--- src/rtl/vga_pkg.sv ---
// Shared VGA timing definitions: default 640x480@60 Hz porch/sync values,
// derived totals, counter width and the idle levels of the sync/blank signals.
package vga_pkg;

    localparam int H_VISIBLE_DEF = 640;
    localparam int H_FRONT_DEF   = 16;
    localparam int H_SYNC_DEF    = 96;
    localparam int H_BACK_DEF    = 48;
    localparam int V_VISIBLE_DEF = 480;
    localparam int V_FRONT_DEF   = 10;
    localparam int V_SYNC_DEF    = 2;
    localparam int V_BACK_DEF    = 33;
    localparam int PIPE_DELAY_DEF = 1;

    // Both counters are 10 bits, so a total of up to 1024 is representable.
    localparam int CNT_W     = 10;
    localparam int TOTAL_MAX = 1 << CNT_W;

    localparam logic SYNC_INACTIVE = 1'b1;
    localparam logic VIS_INACTIVE  = 1'b0;

    typedef enum logic {
        PH_IDLE = 1'b0,
        PH_TICK = 1'b1
    } phase_e;

    typedef struct packed {
        logic hs;
        logic vs;
        logic vis;
    } sync_t;

    typedef struct packed {
        logic [7:0] r;
        logic [7:0] g;
        logic [7:0] b;
    } rgb_t;

    localparam sync_t SYNC_IDLE = '{hs: SYNC_INACTIVE, vs: SYNC_INACTIVE, vis: VIS_INACTIVE};

    function automatic int span_total(input int visible, input int front,
                                      input int sync, input int back);
        return visible + front + sync + back;
    endfunction

endpackage

--- src/rtl/vga_timing_out_if.sv ---
// Pixel-source bus: raw scan coordinates and tick/strobe pulses out of the
// timing block, RGB for those coordinates back from the pixel source.
interface vga_timing_out_if;
    import vga_pkg::*;

    logic [CNT_W-1:0] x;
    logic [CNT_W-1:0] y;
    logic             pix_en;
    logic             line_start;
    logic             frame_start;
    logic [7:0]       red;
    logic [7:0]       green;
    logic [7:0]       blue;

    modport master (
        output x, y, pix_en, line_start, frame_start,
        input  red, green, blue
    );

    modport slave (
        input  x, y, pix_en, line_start, frame_start,
        output red, green, blue
    );

endinterface

--- src/rtl/vga_sync_delay.sv ---
// Enabled shift register carrying hsync/vsync/visible alongside the pixel
// source latency; every stage resets to the inactive levels.
module vga_sync_delay
    import vga_pkg::*;
#(
    parameter int DEPTH = 1
) (
    input  logic  clk,
    input  logic  reset_n,
    input  logic  en,
    input  sync_t din,
    output sync_t tap,
    output sync_t dout
);

    sync_t stage_q [DEPTH];

    // NOTE: every stage is reset, not just the last one: a stale hs/vs/vis in a
    // middle stage would reach the pins after reset release.
    // NOTE: sequential state uses non-blocking assignments so each stage
    // captures its neighbour's pre-edge value.
    always_ff @(posedge clk or negedge reset_n) begin
        if (!reset_n) begin
            for (int i = 0; i < DEPTH; i++) begin
                stage_q[i] <= SYNC_IDLE;
            end
        end else if (en) begin
            stage_q[0] <= din;
            for (int i = 1; i < DEPTH; i++) begin
                stage_q[i] <= stage_q[i-1];
            end
        end
    end

    // tap is the value the last stage loads next, so RGB gated by tap.vis
    // lands on the pins in the same edge as the matching blank/syncs.
    if (DEPTH == 1) begin : g_tap_direct
        assign tap = din;
    end else begin : g_tap_stage
        assign tap = stage_q[DEPTH-2];
    end

    assign dout = stage_q[DEPTH-1];

endmodule

--- src/rtl/vga_timing_out.sv ---
// VGA timing and pin stage: 25 MHz pixel tick from the 50 MHz clock, raw x/y
// scan counters, delayed syncs/blank and blanked RGB registers on the pins.
module vga_timing_out
    import vga_pkg::*;
#(
    parameter int H_VISIBLE  = H_VISIBLE_DEF,
    parameter int H_FRONT    = H_FRONT_DEF,
    parameter int H_SYNC     = H_SYNC_DEF,
    parameter int H_BACK     = H_BACK_DEF,
    parameter int V_VISIBLE  = V_VISIBLE_DEF,
    parameter int V_FRONT    = V_FRONT_DEF,
    parameter int V_SYNC     = V_SYNC_DEF,
    parameter int V_BACK     = V_BACK_DEF,
    parameter int PIPE_DELAY = PIPE_DELAY_DEF
) (
    input  logic              clk,
    input  logic              reset_n,
    vga_timing_out_if.master  pix,
    output logic [7:0]        vga_r,
    output logic [7:0]        vga_g,
    output logic [7:0]        vga_b,
    output logic              vga_hs,
    output logic              vga_vs,
    output logic              vga_blank_n,
    output logic              vga_sync_n,
    output logic              vga_clk
);

    localparam int H_TOTAL = span_total(H_VISIBLE, H_FRONT, H_SYNC, H_BACK);
    localparam int V_TOTAL = span_total(V_VISIBLE, V_FRONT, V_SYNC, V_BACK);

    localparam logic [CNT_W-1:0] H_LAST     = CNT_W'(H_TOTAL - 1);
    localparam logic [CNT_W-1:0] V_LAST     = CNT_W'(V_TOTAL - 1);
    localparam logic [CNT_W-1:0] H_VIS_END  = CNT_W'(H_VISIBLE);
    localparam logic [CNT_W-1:0] V_VIS_END  = CNT_W'(V_VISIBLE);
    localparam logic [CNT_W-1:0] HS_START   = CNT_W'(H_VISIBLE + H_FRONT);
    localparam logic [CNT_W-1:0] HS_END     = CNT_W'(H_VISIBLE + H_FRONT + H_SYNC);
    localparam logic [CNT_W-1:0] VS_START   = CNT_W'(V_VISIBLE + V_FRONT);
    localparam logic [CNT_W-1:0] VS_END     = CNT_W'(V_VISIBLE + V_FRONT + V_SYNC);

    if (H_TOTAL > TOTAL_MAX || V_TOTAL > TOTAL_MAX) begin : g_bad_total
        $error("vga_timing_out: H_TOTAL/V_TOTAL exceed the counter range");
    end
    if (PIPE_DELAY < 1 || PIPE_DELAY > 4) begin : g_bad_delay
        $error("vga_timing_out: PIPE_DELAY must be within 1..4");
    end

    phase_e           phase_q, phase_d;
    logic [CNT_W-1:0] h_q, h_d;
    logic [CNT_W-1:0] v_q, v_d;
    logic             line_start_q, line_start_d;
    logic             frame_start_q, frame_start_d;
    rgb_t             rgb_q, rgb_d;
    logic             pix_en;
    sync_t            raw;
    sync_t            tap;
    sync_t            dly;

    assign pix_en = (phase_q == PH_TICK);

    // NOTE: every signal written here gets a default first, so no path leaves
    // it unassigned and no latch is inferred.
    always_comb begin
        phase_d       = (phase_q == PH_TICK) ? PH_IDLE : PH_TICK;
        h_d           = h_q;
        v_d           = v_q;
        line_start_d  = 1'b0;
        frame_start_d = 1'b0;
        rgb_d         = rgb_q;

        if (pix_en) begin
            if (h_q == H_LAST) begin
                h_d          = '0;
                line_start_d = 1'b1;
                if (v_q == V_LAST) begin
                    v_d           = '0;
                    frame_start_d = 1'b1;
                end else begin
                    v_d = v_q + 1'b1;
                end
            end else begin
                h_d = h_q + 1'b1;
            end

            // Blanking forces black regardless of what the pixel source returns.
            if (tap.vis) begin
                rgb_d = '{r: pix.red, g: pix.green, b: pix.blue};
            end else begin
                rgb_d = '0;
            end
        end
    end

    always_comb begin
        raw     = SYNC_IDLE;
        raw.hs  = !((h_q >= HS_START) && (h_q < HS_END));
        raw.vs  = !((v_q >= VS_START) && (v_q < VS_END));
        raw.vis = (h_q < H_VIS_END) && (v_q < V_VIS_END);
    end

    always_ff @(posedge clk or negedge reset_n) begin
        if (!reset_n) begin
            phase_q       <= PH_IDLE;
            h_q           <= '0;
            v_q           <= '0;
            line_start_q  <= 1'b0;
            frame_start_q <= 1'b0;
            rgb_q         <= '0;
        end else begin
            phase_q       <= phase_d;
            h_q           <= h_d;
            v_q           <= v_d;
            line_start_q  <= line_start_d;
            frame_start_q <= frame_start_d;
            rgb_q         <= rgb_d;
        end
    end

    // The last delay stage doubles as the sync/blank pin register.
    vga_sync_delay #(
        .DEPTH (PIPE_DELAY)
    ) u_sync_delay (
        .clk     (clk),
        .reset_n (reset_n),
        .en      (pix_en),
        .din     (raw),
        .tap     (tap),
        .dout    (dly)
    );

    assign pix.x           = h_q;
    assign pix.y           = v_q;
    assign pix.pix_en      = pix_en;
    assign pix.line_start  = line_start_q;
    assign pix.frame_start = frame_start_q;

    assign vga_r       = rgb_q.r;
    assign vga_g       = rgb_q.g;
    assign vga_b       = rgb_q.b;
    assign vga_hs      = dly.hs;
    assign vga_vs      = dly.vs;
    assign vga_blank_n = dly.vis;
    assign vga_sync_n  = 1'b0;
    assign vga_clk     = (phase_q == PH_TICK);

endmodule

--- src/flat_wrapper.sv ---
// flat-port wrapper written by rule: the top's interface ports become plain ports
module vga_timing_out_flat import vga_pkg::*;
#(
    parameter int H_VISIBLE  = H_VISIBLE_DEF,
    parameter int H_FRONT    = H_FRONT_DEF,
    parameter int H_SYNC     = H_SYNC_DEF,
    parameter int H_BACK     = H_BACK_DEF,
    parameter int V_VISIBLE  = V_VISIBLE_DEF,
    parameter int V_FRONT    = V_FRONT_DEF,
    parameter int V_SYNC     = V_SYNC_DEF,
    parameter int V_BACK     = V_BACK_DEF,
    parameter int PIPE_DELAY = PIPE_DELAY_DEF
)
  (clk, reset_n, vga_r, vga_g, vga_b, vga_hs, vga_vs, vga_blank_n, vga_sync_n, vga_clk, pix_x, pix_y, pix_pix_en, pix_line_start, pix_frame_start, pix_red, pix_green, pix_blue);
  vga_timing_out_if pix_i ();
  input  logic clk;
  input  logic reset_n;
  output logic [7:0] vga_r;
  output logic [7:0] vga_g;
  output logic [7:0] vga_b;
  output logic vga_hs;
  output logic vga_vs;
  output logic vga_blank_n;
  output logic vga_sync_n;
  output logic vga_clk;
  output wire logic [$bits(pix_i.x)-1:0] pix_x;
  output wire logic [$bits(pix_i.y)-1:0] pix_y;
  output wire logic [$bits(pix_i.pix_en)-1:0] pix_pix_en;
  output wire logic [$bits(pix_i.line_start)-1:0] pix_line_start;
  output wire logic [$bits(pix_i.frame_start)-1:0] pix_frame_start;
  input wire logic [$bits(pix_i.red)-1:0] pix_red;
  input wire logic [$bits(pix_i.green)-1:0] pix_green;
  input wire logic [$bits(pix_i.blue)-1:0] pix_blue;
  assign pix_x = pix_i.x;
  assign pix_y = pix_i.y;
  assign pix_pix_en = pix_i.pix_en;
  assign pix_line_start = pix_i.line_start;
  assign pix_frame_start = pix_i.frame_start;
  assign pix_i.red = pix_red;
  assign pix_i.green = pix_green;
  assign pix_i.blue = pix_blue;
  vga_timing_out #(.H_VISIBLE(H_VISIBLE), .H_FRONT(H_FRONT), .H_SYNC(H_SYNC), .H_BACK(H_BACK), .V_VISIBLE(V_VISIBLE), .V_FRONT(V_FRONT), .V_SYNC(V_SYNC), .V_BACK(V_BACK), .PIPE_DELAY(PIPE_DELAY)) u_core (.clk(clk), .reset_n(reset_n), .pix(pix_i), .vga_r(vga_r), .vga_g(vga_g), .vga_b(vga_b), .vga_hs(vga_hs), .vga_vs(vga_vs), .vga_blank_n(vga_blank_n), .vga_sync_n(vga_sync_n), .vga_clk(vga_clk));
endmodule
--- config.mk ---
export PLATFORM = sky130hd
export DESIGN_NAME = vga_timing_out_flat
export DESIGN_NICKNAME = d
export VERILOG_FILES = /design/src/rtl/vga_pkg.sv /design/src/rtl/vga_timing_out_if.sv /design/src/rtl/vga_sync_delay.sv /design/src/rtl/vga_timing_out.sv /design/src/flat_wrapper.sv
export SDC_FILE = /design/constraint.sdc
export NUM_CORES = 1
export LEC_CHECK = 0
export ABC_CLOCK_PERIOD_IN_PS = 1900
export CORE_MARGIN = 5
export CORE_UTILIZATION = 46
export CTS_CLUSTER_SIZE = 20
export DETAILED_ROUTE_END_ITERATION = 6
export PLACE_DENSITY_LB_ADDON = 0.1
export SLEW_MARGIN = 10
export SYNTH_ARGS = -nofsm -noshare
export SYNTH_HDL_FRONTEND = slang
export SYNTH_HIERARCHICAL = 1
export SYNTH_SLANG_ARGS = --single-unit
--- constraint.sdc ---
create_clock -name clk -period 1.9 [get_ports clk]
set_input_delay 0.19 -clock clk [delete_from_list [all_inputs] [get_ports clk]]
set_output_delay 0.19 -clock clk [all_outputs]
set_load 0.03 [all_outputs]
After elaboration in Yosys (flattened, before gate mapping):

Cells that the tools add are included.

* output and inout port bits: 52
* register bits: 50
* bits of input ports: 26
* word-level logic and storage cells: 36

* add/subtract/negate cells: 2
* multiplexer cells: 9
* equality and inequality tests: 2
* reduce and logical (&&, ||, !) cells: 6
* $lt $le $gt $ge: 6

Operators by type and width (number)
* 24-bit 2-to-1 mux: 1
* 10-bit by 1-bit adder with 10-bit output, second input constant: 2
* 10-bit == test, second input constant: 2
* 10-bit less-than comparator, second input constant: 2
* 10-bit by 9-bit less-than comparator with 1-bit output, second input constant: 2
* 10-bit 2-to-1 mux: 2
* 10-bit >= comparator, second input constant: 1
* 10-bit by 9-bit >= comparator with 1-bit output, second input constant: 1
* 1-bit 2-to-1 mux: 6
* 1-bit logical AND: 3
* 1-bit logical NOT: 2
* 2-bit AND reduction: 1

Logic depth before layout (Yosys ltp):

Gate-level depths: netlist of the first run.

* depth in word-level cells: 4
* depth in mapped cells: 7

Modules after synthesis:

Netlist of the first run, hierarchy kept.

Modules (own cells, without submodules)
* vga_timing_out: sequential area each 1176.1 µm², instances 1, cells each 234, area an instance 2218.4 µm²
* vga_sync_delay: sequential area each 77.6 µm², instances 1, cells each 9, area an instance 133.9 µm²

Worst setup path before layout of the first run:

OpenSTA, ideal clock, no wires.

* kind: register to register
* start: register u_core.h_q[0] (netlist: u_core/pix.x[0])
* end: register u_core.v_q[9] (netlist: u_core/pix.y[9])
* data required time: 1817 ps
* buffers on the path: 0
* arrival: 1932 ps
* cell stages (with the launch flop): 6
* setup slack: -115 ps
* cell sequence: dfrtp_1 > ha_1 > nand4bb_1 > or4_4 > or4_1 > o21ai_0

* longest elaborated chain between the ends: 2

Ends and longest elaborated chain
* start, declared: line vga_timing_out.sv:49 `logic [CNT_W-1:0] h_q, h_d;`
* start signal, assigned: line vga_timing_out.sv:104 `h_q <= '0;`
* start signal, assigned: line vga_timing_out.sv:111 `h_q <= h_d;`
* 10-bit == test: line vga_timing_out.sv:72 `if (h_q == H_LAST) begin`
* 2-bit AND reduction (no line)
* end signal, assigned: line vga_timing_out.sv:112 `v_q <= v_d;`
* end, declared: line vga_timing_out.sv:50 `logic [CNT_W-1:0] v_q, v_d;`

No other way between the ends.
A chain may end at the register's enable or synchronous reset.

Final worst setup path of the first run:

Ends and elaborated chain as after synthesis.

==> metrics.cfg, run 1 <==
[setup_path]
critical_path.reg2reg.endpoint=u_core/pix.y[9]
start_kind=flop
cp_max_fo=6
r2r_slack_ps=100
r2r_cells=5
critical_path_class=flop to flop
largest_delay_contributor_family_on_the_critical_path=simple AND/OR/NAND/NOR gates
timing.critical_path.cells=ha_4 > nand4bb_1 > or4_4 > or4_1 > o21ai_0
worstPathRequired_ps=2120
cp_slowest_cell=sky130_fd_sc_hd__or4_1
timing.critical_path.arrival_ps=2020
max_stage_delay_ps=470
worstSetupEndpointType=flop
cp_num_buf_inv=0
regToRegStartpoint=u_core/pix.x[0]

[finish]
drive_above_1_share_pct=14.7
area_growth_pct=44.2
n_antenna_cell=0
final_net_count=356
utilization_pct=67.3
post-route-cell-area_mm2=0.00337

[cts]
clkTransAtPathRegs_ps=90
cts_inserted_buffers=5
htree_num_levels=2
insertion_delay_ps=300
tritoncts=done
cts.root.buffer_cell=sky130_fd_sc_hd__clkbuf_8
cts.path.max_buffers=2
cts.sinks=50

[yosys]
synth.net_count=272
post_synth_inst_count=241
avgSynthCellArea_um2=9.70
yosys_warnings=6
post_synth_instance_area_mm2=0.00234

[sta]
fmax_ghz=0.555
fin_crit_sh_pct=94.9
hold_viol=0
rsz_0062_raised_after_global_routing=no
max_slew_margin_pct=64.6
final_max_slew_viols=0
final.setup.worst_slack_ps=97.7
finalClockSkew_ps=8.42
worstMarginPinSlew_ps=531
report.final.setup_viol=0
hold_worst_slack_ps=396
min_period_ps=1800

[floorplan]
core-area_mm2=0.00501
initial_utilization_pct=46.7
dieArea_mm2=0.00661
number_of_top_level_pins=78
dieWidth_um=81.3
die_height_um=81.3
std_cell_rows=26

[placed_design]
placement.cell_area_mm2=0.00324
placement.io_buffers=76
post-place-ws_ps=66.9
routabilityCongestion=0.865
place.detailed.hpwl_mm=3.94

[drt]
drc=0
routedWlPerCell_um=13.9
drt-initial-drc-count=117
routed-via-count=1970
drt_pre_antenna_iters=4
routed_wirelength_mm=5.50
drt.antenna.violating_nets=0
detail_route.vias_per_cell=4.97

[status]
result_of_the_run=finished, final reports clean

[grt]
grt_pass1_wl_mm=8.90
grt_antenna_before_repair=0
globalRoute.totalOverflow=0
maximum_number_of_pins_on_one_net_before_global_route_repair=62
via_count_of_the_first_global_routing_pass=1915
groute.usage.overall_pct=17.5

[power]
fin_total_pwr_uw=1970
power.density_cell_area_mw_per_mm2=583
max-vdd-ir-drop_uv=411
static-leakage-power_uw=0.00155

[min_path]
holdCritPathClass=input port to asynchronous set/reset pin

[run]
maximum_capacitance_violations=0

[routing by layer]
| metal | part of all wire (%) | vias to the layer above | wire (um) | track usage [%] |
|---|---|---|---|---|
| li1 | - | 978 | - | - |
| met1 | 44 | 932 | 2420 | 21.9 |
| met2 | 47 | 58 | 2590 | 27.5 |
| met3 | 8.4 | 2 | 464 | 7.32 |
| met4 | 0.45 | 0 | 25 | 5.07 |
| met5 | 0 | - | 0 | 0 |
[repair_timing]
item / in CTS / in global routing
setup endpoints to repair: 0 / 4
hold buffers: 1 / 0
resized for setup: 0 / 2
buffers inserted: 0 / 2
hold endpoints to repair: 20 / 0
[registers in the layout, summed over array words and instances (netlist names)]
signal and flops:
u_core/pix.frame_start 1, u_core/pix.pix_en 1, u_core/pix.line_start 1, u_core/vga_g 8
u_core/vga_r 8, u_core/pix.y 10, u_core/u_sync_delay/dout 3, u_core/pix.x 10
u_core/vga_b 8
[through the flow]
stage               TNS [ps]  cells
floorplan              -30.6    241
global placement           0    385
detailed placement         0    385
CTS                        0    394
global route               0    396
finish                     0    396
[final cells by class]
type / count / area (um^2)
Fill cell: 438 / 1640
Clock buffer: 6 / 82.6
Sequential cell: 50 / 1260
Tap cell: 70 / 87.6
Clock inverter: 2 / 12.5
Inverter: 32 / 120
Timing Repair Buffer: 93 / 906
Multi-Input combinational cell: 143 / 898
[how the worst max path moves through the flow]
stage | start | cells past startpoint | end | slack (ps)
after floorplan | u_core/pix.pix_en | 4 | u_core/pix.y[9] | -30
after global placement | u_core/pix.x[0] | 5 | u_core/pix.y[9] | 90
after detailed placement | u_core/pix.x[0] | 5 | u_core/pix.y[9] | 70
after CTS | u_core/pix.x[0] | 5 | u_core/pix.y[9] | 30
after global routing | u_core/pix.x[0] | 5 | u_core/pix.y[9] | 40
final | u_core/pix.x[0] | 5 | u_core/pix.y[9] | 100
[report_power, final]
group	switching, uW	internal (uW)
combinational	111	107
sequential	14.4	1090
clock	350	293
total	476	1490
[cells in the final DEF, fill, tap and decap left out, types with 4 or more instances in the layout]
cell and instances:
sky130_fd_sc_hd__a21oi_1 4, sky130_fd_sc_hd__and3_1 5, sky130_fd_sc_hd__buf_4 16, sky130_fd_sc_hd__clkbuf_8 6, sky130_fd_sc_hd__clkdlybuf4s50_1 73, sky130_fd_sc_hd__dfrtp_1 40, sky130_fd_sc_hd__dfrtp_2 8, sky130_fd_sc_hd__ha_1 4
sky130_fd_sc_hd__inv_1 31, sky130_fd_sc_hd__mux2_2 4, sky130_fd_sc_hd__nand2_1 11, sky130_fd_sc_hd__nand3_1 29, sky130_fd_sc_hd__nand4_1 12, sky130_fd_sc_hd__nor2_1 9, sky130_fd_sc_hd__nor3_1 5, sky130_fd_sc_hd__o21ai_0 28
sky130_fd_sc_hd__xnor2_1 7, sky130_fd_sc_hd__xor2_1 5
[worst register-to-register path, stage by stage (launching register included)]
cell and delay (ps):
sky130_fd_sc_hd__dfrtp_2 440, sky130_fd_sc_hd__ha_4 170, sky130_fd_sc_hd__nand4bb_1 100, sky130_fd_sc_hd__or4_4 460, sky130_fd_sc_hd__or4_1 470, sky130_fd_sc_hd__o21ai_0 80
Power figures use the tool's default switching activity.
==> run 2: changes to the inputs <==
- HOLD_SLACK_MARGIN: not set -> 0.15
- SKIP_CTS_REPAIR_TIMING: not set -> 1
==> run 2 against run 1 <==
Net effect:
- final area unchanged
- global-route usage unchanged
- final cell count unchanged
- core utilization unchanged
- worst hold slack about the same
- die area unchanged
- sequential share of layout area unchanged
- largest cell class unchanged
- sequential cell count unchanged
- clock-buffer cell count unchanged
- combinational power about the same
- routed wire length increased by 0.18%
==> metrics.cfg, run 2 (synthesis gave the netlist of run 1 again) <==
[sta]
fin_crit_sh_pct=94.9  ; about the same
final_max_slew_viols=0  ; unchanged
fmax_ghz=0.555  ; about the same
worstMarginPinSlew_ps=531  ; +0.157 ps
finalClockSkew_ps=8.20  ; -0.218 ps
min_period_ps=1800  ; +0.0706 ps
final.setup.worst_slack_ps=97.6  ; -0.0706 ps
max_slew_margin_pct=64.6  ; about the same
rsz_0062_raised_after_global_routing=no
report.final.setup_viol=0  ; unchanged
hold_viol=0  ; unchanged

[cts]
cts_inserted_buffers=5  ; unchanged
cts.path.max_buffers=2  ; unchanged
insertion_delay_ps=300  ; about the same
cts.root.buffer_cell=sky130_fd_sc_hd__clkbuf_8
tritoncts=done
htree_num_levels=2  ; unchanged
cts.sinks=50  ; unchanged
clkTransAtPathRegs_ps=90  ; about the same

[placed_design]
post-place-ws_ps=66.9  ; unchanged
post_placement_cell_count=385  ; unchanged
routabilityCongestion=0.865  ; unchanged
placement.io_buffers=76  ; unchanged
place.detailed.hpwl_mm=3.94  ; unchanged

[grt]
groute.usage.overall_pct=17.5  ; unchanged
globalRoute.totalOverflow=0  ; unchanged
grt_pass1_wl_mm=8.90  ; unchanged
grt_antenna_before_repair=0  ; unchanged
via_count_of_the_first_global_routing_pass=1915  ; unchanged
maximum_number_of_pins_on_one_net_before_global_route_repair=62  ; unchanged

[floorplan]
number_of_top_level_pins=78  ; unchanged
initial_utilization_pct=46.7  ; unchanged
dieArea_mm2=0.00661  ; unchanged
core-area_mm2=0.00501  ; unchanged
die_height_um=81.3  ; unchanged
dieWidth_um=81.3  ; unchanged
std_cell_rows=26  ; unchanged

[setup_path]
worstPathRequired_ps=2120  ; about the same
r2r_cells=5  ; unchanged
worstSetupEndpointType=flop
timing.critical_path.arrival_ps=2020  ; about the same
critical_path_class=flop to flop
cp_max_fo=6  ; unchanged
start_kind=flop

[run]
maximum_capacitance_violations=0  ; unchanged

[finish]
instances_no_fill=396  ; unchanged
most_common_cell_after_layout_fill_and_taps_aside=sky130_fd_sc_hd__clkdlybuf4s50_1
n_antenna_cell=0  ; unchanged
final_net_count=356  ; unchanged
layout_common_cells=sky130_fd_sc_hd__clkdlybuf4s50_1 (73), sky130_fd_sc_hd__dfrtp_1 (40), sky130_fd_sc_hd__inv_1 (31), sky130_fd_sc_hd__nand3_1 (29), sky130_fd_sc_hd__o21ai_0 (28)
utilization_pct=67.3  ; unchanged
area_growth_pct=44.2  ; unchanged
fill_cell_count=438  ; unchanged
drive_above_1_share_pct=14.7  ; unchanged

[power]
combPwrFrac_pct=11.1  ; about the same
max-vdd-ir-drop_uv=411  ; about the same
power_frac_seq_pct=56.1  ; about the same
fin_total_pwr_uw=1970  ; about the same
static-leakage-power_uw=0.00155  ; unchanged
power_frac_clock_pct=32.7  ; about the same
power_switching_uw=476  ; about the same
switching_share_pct=24.2  ; about the same
power.density_cell_area_mw_per_mm2=583  ; about the same
p_int_uw=1490  ; about the same

[min_path]
holdCritPathClass=input port to asynchronous set/reset pin

[drt]
routedWlPerCell_um=13.9  ; +0.18%
detail_route.vias_per_cell=4.96  ; -0.25%
drt.antenna.violating_nets=0  ; unchanged
drt-initial-drc-count=129  ; +10%
routed-via-count=1965  ; -0.25%
drc=0  ; unchanged
routed_wirelength_mm=5.51  ; +0.18%
drt_pre_antenna_iters=4  ; unchanged

[status]
result_of_the_run=finished, final reports clean

-- run 2: cell counts in the layout (fill, tap and decap cells not counted) --
Identical to the previous run, type by type.
-- run 2: path summary, 6_finish.rpt --
kind / slack (ps) / from / endpoint
min in group clk: 460 / pix_red[7] / u_core/vga_r[7]
worst max-delay path: 100 / u_core/pix.x[0] / u_core/pix.y[9]
worst min register to register: 520 / u_core/u_sync_delay/dout[0] / u_core/u_sync_delay/dout[0]
worst min-delay path: 400 / reset_n / u_core/vga_b[4]
max in group asynchronous: 900 / reset_n / u_core/u_sync_delay/dout[1]
worst max register to register: 100 / u_core/pix.x[0] / u_core/pix.y[9]
-- run 2: per-stage QoR --
stage	hold WS (ps)	setup TNS (ps)	area, um^2
after floorplan	-106	-30.6	2360
after global placement	201	0	3240
after detailed placement	203	0	3240
after CTS	-136	0	3330
after global routing	421	0	3370
final	396	0	3370
-- run 2: per-layer routing --
metal / global-route usage, % / share of wire, % / wire (um) / vias up
li1: - / - / - / 978
met1: 21.9 / 44 / 2430 / 929
met2: 27.5 / 47 / 2600 / 56
met3: 7.32 / 8.4 / 461 / 2
met4: 5.07 / 0.45 / 25 / 0
met5: 0 / 0 / 0 / -
-- run 2: power by group through the flow --
stage	Sequential (uW)	Clock [uW]	Combinational (uW)
2_1_floorplan	1180	0	32.1
3_3_place_gp	1120	0	218
3_5_place_dp	1120	0	221
4_1_cts	1100	672	221
5_1_grt	1110	726	239
6_report	1100	644	219
-- run 2: final cells by class --
class	count	area, um^2	area share (%)
Clock buffer	6	82.6	2.45
Clock inverter	2	12.5	0.371
Inverter	32	120	3.56
Multi-Input combinational cell	143	898	26.7
Sequential cell	50	1260	37.5
Tap cell	70	87.6	2.60
Timing Repair Buffer	93	906	26.9
-- run 2: worst max-delay path, cell delays in order (launching register included) --
cell and delay [ps]:
sky130_fd_sc_hd__dfrtp_2 440, sky130_fd_sc_hd__ha_4 170, sky130_fd_sc_hd__nand4bb_1 100, sky130_fd_sc_hd__or4_4 460, sky130_fd_sc_hd__or4_1 470, sky130_fd_sc_hd__o21ai_0 80
==> run 3: changes to the inputs <==
- CORE_UTILIZATION: 46 -> 40
==> run 3 against run 2 <==
Net effect:
- fmax grew 0.50%
- final cell count increased by 1.0%
- power fell by 2.9%
- sequential cell count is the same
- die area rose by 13%
- register-to-register slack barely moved
- non-clock buffer count grew 2
- critical path depth is the same
- final area shrank 0.67%
- critical endpoint is now u_core/pix.y[4]
==> metrics.cfg, run 3 (synthesis gave the netlist of run 1 again) <==
[status]
result_of_the_run=finished, final reports clean

[finish]
most_common_cell_after_layout_fill_and_taps_aside=sky130_fd_sc_hd__clkdlybuf4s50_1
final_net_count=358  ; +0.56%
drive_above_1_share_pct=14.0  ; -0.70 points
area_growth_pct=43.3
layout_common_cells=sky130_fd_sc_hd__clkdlybuf4s50_1 (73), sky130_fd_sc_hd__dfrtp_1 (40), sky130_fd_sc_hd__inv_1 (31), sky130_fd_sc_hd__nand3_1 (29), sky130_fd_sc_hd__o21ai_0 (28)
n_antenna_cell=0  ; unchanged

[sta]
fmax_ghz=0.558  ; +0.50%
hold_worst_slack_ps=385  ; -10.9 ps
final_max_slew_viols=0  ; unchanged
min_period_ps=1790  ; -9.04 ps
finalClockSkew_ps=8.76  ; +0.566 ps
fin_crit_sh_pct=94.4  ; -0.48 points
hold_viol=0  ; unchanged
worstMarginPinSlew_ps=532  ; +0.763 ps
report.final.setup_viol=0  ; unchanged
max_slew_margin_pct=64.5  ; about the same
rsz_0062_raised_after_global_routing=no

[setup_path]
critical_path_class=flop to flop
cp_max_fo=8  ; +2
worstSetupEndpointType=flop
timing.critical_path.arrival_ps=1970  ; -50 ps
start_kind=flop
worstPathRequired_ps=2080  ; -40 ps

[drt]
drt.antenna.violating_nets=0  ; unchanged
drt-initial-drc-count=81  ; -37%
routed-via-count=1997  ; +1.6%
drc=0  ; unchanged
routedWlPerCell_um=14.4  ; +3.1%
route.met2.wl_mm=2.83  ; +8.9%
drt_pre_antenna_iters=4  ; unchanged
wl_met1_mm=2.58  ; +6.2%
met3_wirelength_um=265  ; -43%
detail_route.vias_per_cell=4.99  ; +0.61%
maxUsedRoutingLayer=met4
routed_wirelength_mm=5.74  ; +4.2%

[floorplan]
std_cell_rows=27  ; +3.8%
die_height_um=86.4  ; +6.3%
initial_utilization_pct=41.7  ; -5.0 points
dieWidth_um=86.4  ; +6.3%
number_of_top_level_pins=78  ; unchanged
dieArea_mm2=0.00747  ; +13%
core-area_mm2=0.00561  ; +12%

[grt]
grt_antenna_before_repair=0  ; unchanged
maximum_number_of_pins_on_one_net_before_global_route_repair=62  ; unchanged
groute.usage.overall_pct=16.2  ; -1.3 points
grt_pass1_wl_mm=9.78  ; +9.8%
globalRoute.totalOverflow=0  ; unchanged
via_count_of_the_first_global_routing_pass=2047  ; +6.9%

[cts]
cts.sinks=50  ; unchanged
cts.root.buffer_cell=sky130_fd_sc_hd__clkbuf_8
clkTransAtPathRegs_ps=90  ; about the same
cts.path.max_buffers=2  ; unchanged
htree_num_levels=2  ; unchanged
tritoncts=done
insertion_delay_ps=300  ; about the same
cts_inserted_buffers=5  ; unchanged

[min_path]
holdCritPathClass=input port to asynchronous set/reset pin

[run]
maximum_capacitance_violations=0  ; unchanged

[power]
power.density_cell_area_mw_per_mm2=570  ; -2.2%
fin_total_pwr_uw=1910  ; -2.9%
max-vdd-ir-drop_uv=279  ; -32%
static-leakage-power_uw=0.00155  ; -0.10%

[placed_design]
routabilityCongestion=0.867  ; +0.22%
place.detailed.hpwl_mm=4.20  ; +6.8%
placement.io_buffers=76  ; unchanged

[run 3: worst paths after layout]
path                                        startpoint                           to  slack [ps]  depth (start not counted)
max                                    u_core/pix.x[6]              u_core/pix.y[4]         110                          5
min                                            reset_n              u_core/pix.x[8]         390                          2
max reg2reg                            u_core/pix.x[6]              u_core/pix.y[4]         110                          5
min reg2reg                u_core/u_sync_delay/dout[0]  u_core/u_sync_delay/dout[0]         520                          1
max in group asynchronous                      reset_n  u_core/u_sync_delay/dout[2]         930                          3
min in group clk                          pix_green[1]              u_core/vga_g[1]         460                          3
[run 3: layout make-up]
cell class                 count  area (um^2)
clock buffer                   8         80.1
fill                         522         2260
inverter                      32          120
multi-input combinational    143          886
sequential                    50         1260
tap                           72         90.1
timing repair buffer          95          908
[run 3: stage by stage]
step	worst slack (ps)	std cells	TNS [ps]	util, %	instance area [um^2]
final	107	400	0	59.7	3350
after global routing	8.48	400	0	59.7	3350
after detailed placement	97.8	388	0	57.7	3240
after floorplan	-30.6	241	-30.6	-	2360
after global placement	131	388	0	57.7	3240
after CTS	76.5	396	0	59.1	3320
[run 3: power by group]
group          total, uW  switching, uW  internal, uW
sequential          1100           12.9          1090
combinational        218            111           108
clock                589            327           262
[run 3: worst max-delay path, stage by stage (launching register included)]
cell and delay, ps:
sky130_fd_sc_hd__dfrtp_2 430, sky130_fd_sc_hd__or3_1 370, sky130_fd_sc_hd__or3_4 350, sky130_fd_sc_hd__inv_2 130, sky130_fd_sc_hd__nand4_1 120, sky130_fd_sc_hd__mux2_2 290
[run 3: per-layer routing]
layer / vias up / GRT usage [%]
met5: - / 0
met4: 0 / 4.39
met3: 8 / 3.33
met2: 49 / 27.2
met1: 957 / 21.3
li1: 983 / -
